## src/rtl/mc_control_unit_pkg.sv

```systemverilog
// Shared encodings for the multi-cycle RV32I control unit: FSM states,
// datapath mux selects, ALU class codes and the RV32I base opcodes.
package mc_control_unit_pkg;

    typedef enum logic [2:0] {
        ST_IF    = 3'd0,
        ST_ID    = 3'd1,
        ST_EX    = 3'd2,
        ST_MEM   = 3'd3,
        ST_WB    = 3'd4,
        ST_LINK  = 3'd5,
        ST_PCINC = 3'd6,
        ST_HALT  = 3'd7
    } state_t;

    // ALU class codes; 2'b11 is reserved and never driven.
    localparam logic [1:0] CLS_ADD    = 2'd0;
    localparam logic [1:0] CLS_BRANCH = 2'd1;
    localparam logic [1:0] CLS_FUNCT  = 2'd2;

    localparam logic       SRC_A_PC  = 1'b0;
    localparam logic       SRC_A_REG = 1'b1;

    localparam logic [1:0] SRC_B_REG  = 2'd0;
    localparam logic [1:0] SRC_B_IMM  = 2'd1;
    localparam logic [1:0] SRC_B_FOUR = 2'd2;

    localparam logic [1:0] WB_ALUOUT = 2'd0;
    localparam logic [1:0] WB_MDR    = 2'd1;
    localparam logic [1:0] WB_ALU    = 2'd2;

    localparam logic       PCSRC_ALU    = 1'b0;
    localparam logic       PCSRC_ALUOUT = 1'b1;

    localparam logic [6:0] OPC_LOAD   = 7'b0000011;
    localparam logic [6:0] OPC_STORE  = 7'b0100011;
    localparam logic [6:0] OPC_OP     = 7'b0110011;
    localparam logic [6:0] OPC_OP_IMM = 7'b0010011;
    localparam logic [6:0] OPC_BRANCH = 7'b1100011;
    localparam logic [6:0] OPC_JAL    = 7'b1101111;
    localparam logic [6:0] OPC_JALR   = 7'b1100111;
    localparam logic [6:0] OPC_SYSTEM = 7'b1110011;

    // True for the two opcodes that use the MEM step.
    function automatic logic is_mem_op(input logic [6:0] opc);
        return (opc == OPC_LOAD) || (opc == OPC_STORE);
    endfunction

endpackage

```

## src/rtl/mc_control_unit_next_state.sv

```systemverilog
// Combinational next-state function of the multi-cycle control FSM.
//
// state | meaning
// IF    | fetch; wait for memory, load IR
// ID    | decode; ALUOut <= PC + imm (branch/JAL target)
// EX    | execute by opcode
// MEM   | data memory access for LOAD/STORE
// WB    | register write-back plus PC+4
// LINK  | JALR: rd <= PC+4, PC <= ALUOut
// PCINC | branch not taken: PC <= PC+4
// HALT  | stopped by ECALL, exits only through reset
module mc_control_unit_next_state
    import mc_control_unit_pkg::*;
(
    input  state_t     i_state,
    input  logic [6:0] i_opcode,
    input  logic       i_mem_ready,
    input  logic       i_bcond,
    input  logic       i_ecall_halt,
    output state_t     o_next_state
);

    // Next-state selection; mem_ready only matters in IF and MEM.
    always_comb begin
        o_next_state = i_state;
        case (i_state)
            ST_IF:    o_next_state = i_mem_ready ? ST_ID : ST_IF;
            ST_ID:    o_next_state = ST_EX;
            ST_EX: begin
                case (i_opcode)
                    OPC_OP, OPC_OP_IMM:   o_next_state = ST_WB;
                    OPC_LOAD, OPC_STORE:  o_next_state = ST_MEM;
                    OPC_BRANCH:           o_next_state = i_bcond ? ST_IF : ST_PCINC;
                    OPC_JAL:              o_next_state = ST_IF;
                    OPC_JALR:             o_next_state = ST_LINK;
                    OPC_SYSTEM:           o_next_state = i_ecall_halt ? ST_HALT : ST_IF;
                    default:              o_next_state = ST_IF;
                endcase
            end
            ST_MEM: begin
                // A non-memory opcode here cannot occur; recover to fetch rather than hang.
                if (!is_mem_op(i_opcode)) begin
                    o_next_state = ST_IF;
                end else if (i_mem_ready) begin
                    o_next_state = (i_opcode == OPC_LOAD) ? ST_WB : ST_IF;
                end
            end
            ST_WB, ST_LINK, ST_PCINC: o_next_state = ST_IF;
            ST_HALT:  o_next_state = ST_HALT;
            default:  o_next_state = ST_IF;
        endcase
    end

endmodule

```

## src/rtl/mc_control_unit.sv

```systemverilog
// Multi-cycle RV32I control unit: state register plus per-state datapath
// control decode. All outputs are combinational and forced low in reset.
module mc_control_unit
    import mc_control_unit_pkg::*;
#(
    parameter int ALU_CLS_W = 2
) (
    input  logic                 i_clk,
    input  logic                 i_reset,
    input  logic [6:0]           i_opcode,
    input  logic                 i_bcond,
    input  logic                 i_mem_ready,
    input  logic                 i_ecall_halt,
    output logic                 o_mem_read,
    output logic                 o_mem_write,
    output logic                 o_i_or_d,
    output logic                 o_ir_write,
    output logic                 o_mdr_write,
    output logic                 o_alu_src_a,
    output logic [1:0]           o_alu_src_b,
    output logic [ALU_CLS_W-1:0] o_alu_cls,
    output logic                 o_reg_write,
    output logic [1:0]           o_wb_sel,
    output logic                 o_pc_write,
    output logic                 o_pc_source,
    output logic                 o_is_ecall,
    output logic                 o_retire,
    output logic                 o_is_halted
);

    state_t     r_state;
    state_t     w_next_state;
    logic [1:0] w_alu_cls;

    mc_control_unit_next_state u_next_state (
        .i_state      (r_state),
        .i_opcode     (i_opcode),
        .i_mem_ready  (i_mem_ready),
        .i_bcond      (i_bcond),
        .i_ecall_halt (i_ecall_halt),
        .o_next_state (w_next_state)
    );

    // State register; reset always returns to fetch and clears HALT.
    always_ff @(posedge i_clk or posedge i_reset) begin
        if (i_reset) begin
            r_state <= ST_IF;
        end else begin
            r_state <= w_next_state;
        end
    end

    assign o_alu_cls = ALU_CLS_W'(w_alu_cls);

    // Per-state control decode; every PC+4 step routes PC and 4 through the live ALU.
    always_comb begin
        o_mem_read  = 1'b0;
        o_mem_write = 1'b0;
        o_i_or_d    = 1'b0;
        o_ir_write  = 1'b0;
        o_mdr_write = 1'b0;
        o_alu_src_a = SRC_A_PC;
        o_alu_src_b = SRC_B_REG;
        w_alu_cls   = CLS_ADD;
        o_reg_write = 1'b0;
        o_wb_sel    = WB_ALUOUT;
        o_pc_write  = 1'b0;
        o_pc_source = PCSRC_ALU;
        o_is_ecall  = 1'b0;
        o_retire    = 1'b0;
        o_is_halted = 1'b0;
        if (!i_reset) begin
            case (r_state)
                ST_IF: begin
                    o_mem_read = 1'b1;
                    o_ir_write = i_mem_ready;
                end
                ST_ID: begin
                    o_alu_src_b = SRC_B_IMM;
                end
                ST_EX: begin
                    case (i_opcode)
                        OPC_OP: begin
                            o_alu_src_a = SRC_A_REG;
                            w_alu_cls   = CLS_FUNCT;
                        end
                        OPC_OP_IMM: begin
                            o_alu_src_a = SRC_A_REG;
                            o_alu_src_b = SRC_B_IMM;
                            w_alu_cls   = CLS_FUNCT;
                        end
                        OPC_LOAD, OPC_STORE, OPC_JALR: begin
                            o_alu_src_a = SRC_A_REG;
                            o_alu_src_b = SRC_B_IMM;
                        end
                        OPC_BRANCH: begin
                            o_alu_src_a = SRC_A_REG;
                            w_alu_cls   = CLS_BRANCH;
                            if (i_bcond) begin
                                o_pc_write  = 1'b1;
                                o_pc_source = PCSRC_ALUOUT;
                                o_retire    = 1'b1;
                            end
                        end
                        OPC_JAL: begin
                            o_alu_src_b = SRC_B_FOUR;
                            o_reg_write = 1'b1;
                            o_wb_sel    = WB_ALU;
                            o_pc_write  = 1'b1;
                            o_pc_source = PCSRC_ALUOUT;
                            o_retire    = 1'b1;
                        end
                        OPC_SYSTEM: begin
                            o_is_ecall = 1'b1;
                            if (!i_ecall_halt) begin
                                o_alu_src_b = SRC_B_FOUR;
                                o_pc_write  = 1'b1;
                                o_retire    = 1'b1;
                            end
                        end
                        default: begin
                            o_alu_src_b = SRC_B_FOUR;
                            o_pc_write  = 1'b1;
                            o_retire    = 1'b1;
                        end
                    endcase
                end
                ST_MEM: begin
                    o_i_or_d = 1'b1;
                    if (i_opcode == OPC_LOAD) begin
                        o_mem_read  = 1'b1;
                        o_mdr_write = i_mem_ready;
                    end else if (i_opcode == OPC_STORE) begin
                        o_mem_write = 1'b1;
                        if (i_mem_ready) begin
                            o_alu_src_b = SRC_B_FOUR;
                            o_pc_write  = 1'b1;
                            o_retire    = 1'b1;
                        end
                    end
                end
                ST_WB: begin
                    o_reg_write = 1'b1;
                    o_wb_sel    = (i_opcode == OPC_LOAD) ? WB_MDR : WB_ALUOUT;
                    o_alu_src_b = SRC_B_FOUR;
                    o_pc_write  = 1'b1;
                    o_retire    = 1'b1;
                end
                ST_LINK: begin
                    o_alu_src_b = SRC_B_FOUR;
                    o_reg_write = 1'b1;
                    o_wb_sel    = WB_ALU;
                    o_pc_write  = 1'b1;
                    o_pc_source = PCSRC_ALUOUT;
                    o_retire    = 1'b1;
                end
                ST_PCINC: begin
                    o_alu_src_b = SRC_B_FOUR;
                    o_pc_write  = 1'b1;
                    o_retire    = 1'b1;
                end
                ST_HALT: begin
                    o_is_halted = 1'b1;
                end
                default: begin
                    o_is_halted = 1'b0;
                end
            endcase
        end
    end

endmodule

```

## config.mk

```make
export PLATFORM = sky130hd
export DESIGN_NAME = mc_control_unit
export DESIGN_NICKNAME = d
export VERILOG_FILES = /design/src/rtl/mc_control_unit_pkg.sv /design/src/rtl/mc_control_unit_next_state.sv /design/src/rtl/mc_control_unit.sv
export SDC_FILE = /design/constraint.sdc
export NUM_CORES = 1
export LEC_CHECK = 0
export ABC_CLOCK_PERIOD_IN_PS = 4600
export BUFFER_PORTS_ARGS = -buffer_cell sky130_fd_sc_hd__buf_4
export CAP_MARGIN = 20
export CORE_AREA = 5 5 42 44
export DETAILED_ROUTE_END_ITERATION = 10
export DIE_AREA = 0 0 47 49
export GPL_TIMING_DRIVEN = 0
export PLACE_DENSITY = 0.8
export SYNTH_ARGS = -nofsm -noshare
export SYNTH_HDL_FRONTEND = slang
export SYNTH_HIERARCHICAL = 1
export SYNTH_SLANG_ARGS = --single-unit
```

## constraint.sdc

```tcl
create_clock -name i_clk -period 4.6 [get_ports i_clk]
set_clock_uncertainty 0.15 [all_clocks]
set_input_delay 0.46 -clock i_clk [delete_from_list [all_inputs] [get_ports i_clk]]
set_output_delay 0.46 -clock i_clk [all_outputs]
set_load 0.03 [all_outputs]
```

==> qor.yml <==
reg2reg_to: "r_state[1]$_DFF_PP0_"
reg.largest.list: "r_state: 3 flops"
min_path_type: "in -> async"
drc: 0
regMostFlops: "r_state"
grtUsageTotal: 0.169
cp.required_ns: 3.99
io_buffers: 29
grt_pass1_wl_mm: 3.09
place_congestion: 0.744
rsz0062_at_grt: "false"
wl_per_cell_um: 13.3
dr.pass1.iters: 4
netlist_area_um2: 617
coreArea_um2: 1400
synth_top_family_by_area: "simple AND/OR/NAND/NOR gates"
syn_inst: 92
viasPerCell: 5.77
gr-total-overflow: 0
area_delta_synth_final_pct: 42.8
clk_latency_ns: 0.23
synth_cell_type_count: 40
synth_mux_area_frac: 0
grt_antenna_before_repair: 0
tns_ns: 0
n_antenna_cell: 0
syn_nets: 104
fmax_ghz: 0.373
synth_top_cell_by_area: "dfrtp_1"
vdd_drop_max_uv: 210
synth_compound_gate_area_share: 0.314
synth_area_leaders: "dfrtp_1, nor3_1, a21oi_1"
tightestPinTransition_ns: 0.488
cp_max_fo: 14
cts_tree: "built"
die_area_um2: 2300
path_class: "reg -> out"
synth_edf_count: 0
avgSynthCellArea_um2: 6.70
finalMaxSlewViolations: 0
grt_pass1_vias: 756
synthTopCellsByCount: "nor3_1, nand2_1, nor2_1"
r2r-start: "r_state[0]$_DFF_PP0_"
synth-xor-area-share: 0
htree_levels: 1
cts_inserted_buffers: 3
cp-start-kind: "flop"
fin_nets: 138
layout-drive-gt1-share: 0.320
die_w_um: 47
ys_warn_count: 6
drtIter0Drc: 12
hold_viol: 0
ys_seq_area_frac: 0.122
grt_max_degree: 15
start_util: 0.440
synth_most_common_cell: "nor3_1"
final_util: 0.629
finalCritPeriodShare: 0.583
finalWirelength_mm: 1.87
hpwl_mm: 1.46
yosys.area_share.simple: 0.497
num_rows: 14
clk_pin_slew_ns: 0.04
power_uw: 163
cts_buffer_depth: 2
ys.flop_type: "dfrtp_1"
clock-sinks: 3
synth_top_cell_area_share: 0.122
rr_worst_depth: 3
largest_register_ffs: 3
cts-root-buf: "clkbuf_4"
ios: 30
powerDensity_nw_per_um2: 185
vias: 814
critical_path.startpoint: "r_state[1]$_DFF_PP0_"
cts_setup_buffers: 0
synth_fa_ha_area_frac: 0
hold_slack_ns: 0.249
die_h_um: 49
ff2ff_setup_slack_ns: 3.30
p_leak_nw: 0.404
max_cap_viol_count: 0
async_flop_share: 1.00
setup_viol: 0
fin_crit_ns: 2.68
yosys_register_bits: 3
slew_headroom: 0.672
cts_resized: 0
ctsHoldBuffers: 0
worstSetupEndpointType: "output pin"
ant_nets: 0
arrival_ns: 2.07
outcome: "completed"
-- cells in the final DEF, fill, tap and decap left out, drive strengths merged, types with 2 or more instances in the layout --
cell,Yosys,final
buf,1,30
nor3,11,11
nand2,7,7
nor2,7,7
a21oi,7,7
clkbuf,3,7
inv,6,6
nand2b,5,5
nand3,4,4
o21ai,3,3
and3,3,3
dfrtp,3,3
nor4,2,2
and4,2,2
o21bai,2,2
nor3b,2,2
a32oi,2,2
o22ai,2,2
and3b,2,2
-- through the flow --
step | instances | instance area, µm² | setup WS (ns)
after floorplan | 92 | 617 | 2.01
after global placement | 137 | 855 | 1.99
after detailed placement | 137 | 855 | 1.98
after CTS | 141 | 881 | 1.91
after global routing | 141 | 881 | 1.80
final | 141 | 881 | 1.92
-- routing by layer --
layer,vias to the layer above,GRT usage,part of all wire
met4,0,0.0415,0
li1,419,-,-
met1,372,0.212,0.40
met2,23,0.301,0.55
met5,-,0,0
met3,0,0.00369,0.051
-- power breakdown --
part	internal (mW)	switching [mW]	leakage (nW)
combinational	0.0334	0.0446	0.349
clock	0.0324	0.0121	0.0150
sequential	0.0298	0.0107	0.0397
-- final cells by class --
cell class / count / area (µm²)
buffer: 4 / 18.8
clock buffer: 4 / 26.3
fill: 142 / 520
inverter: 6 / 22.5
multi-input combinational: 79 / 500
sequential: 3 / 75.1
tap: 16 / 20.0
timing repair buffer: 29 / 218
-- how the worst max path moves through the flow --
stage                        endpoint  slack [ns]
after floorplan           o_pc_source        2.01
after global placement       o_retire        1.99
after detailed placement     o_retire        1.98
after CTS                 o_pc_source        1.91
after global routing      o_pc_source        1.80
final                     o_pc_source        1.92
-- worst max-delay path, cell delays in order, from the launching register on --
cell and delay [ns]:
dfrtp_1 0.56, and2b_1 0.21, nand2b_2 0.10, or4_4 0.51, a21oi_2 0.17, o21bai_1 0.12, buf_4 0.18
-- logic make-up after synthesis --
logic type,Yosys count
AND/OR/NAND/NOR,53
flip-flops,3
buffers and inverters,10
AO/OA/AOI/OAI,26
Power figures use the tool's default switching activity.
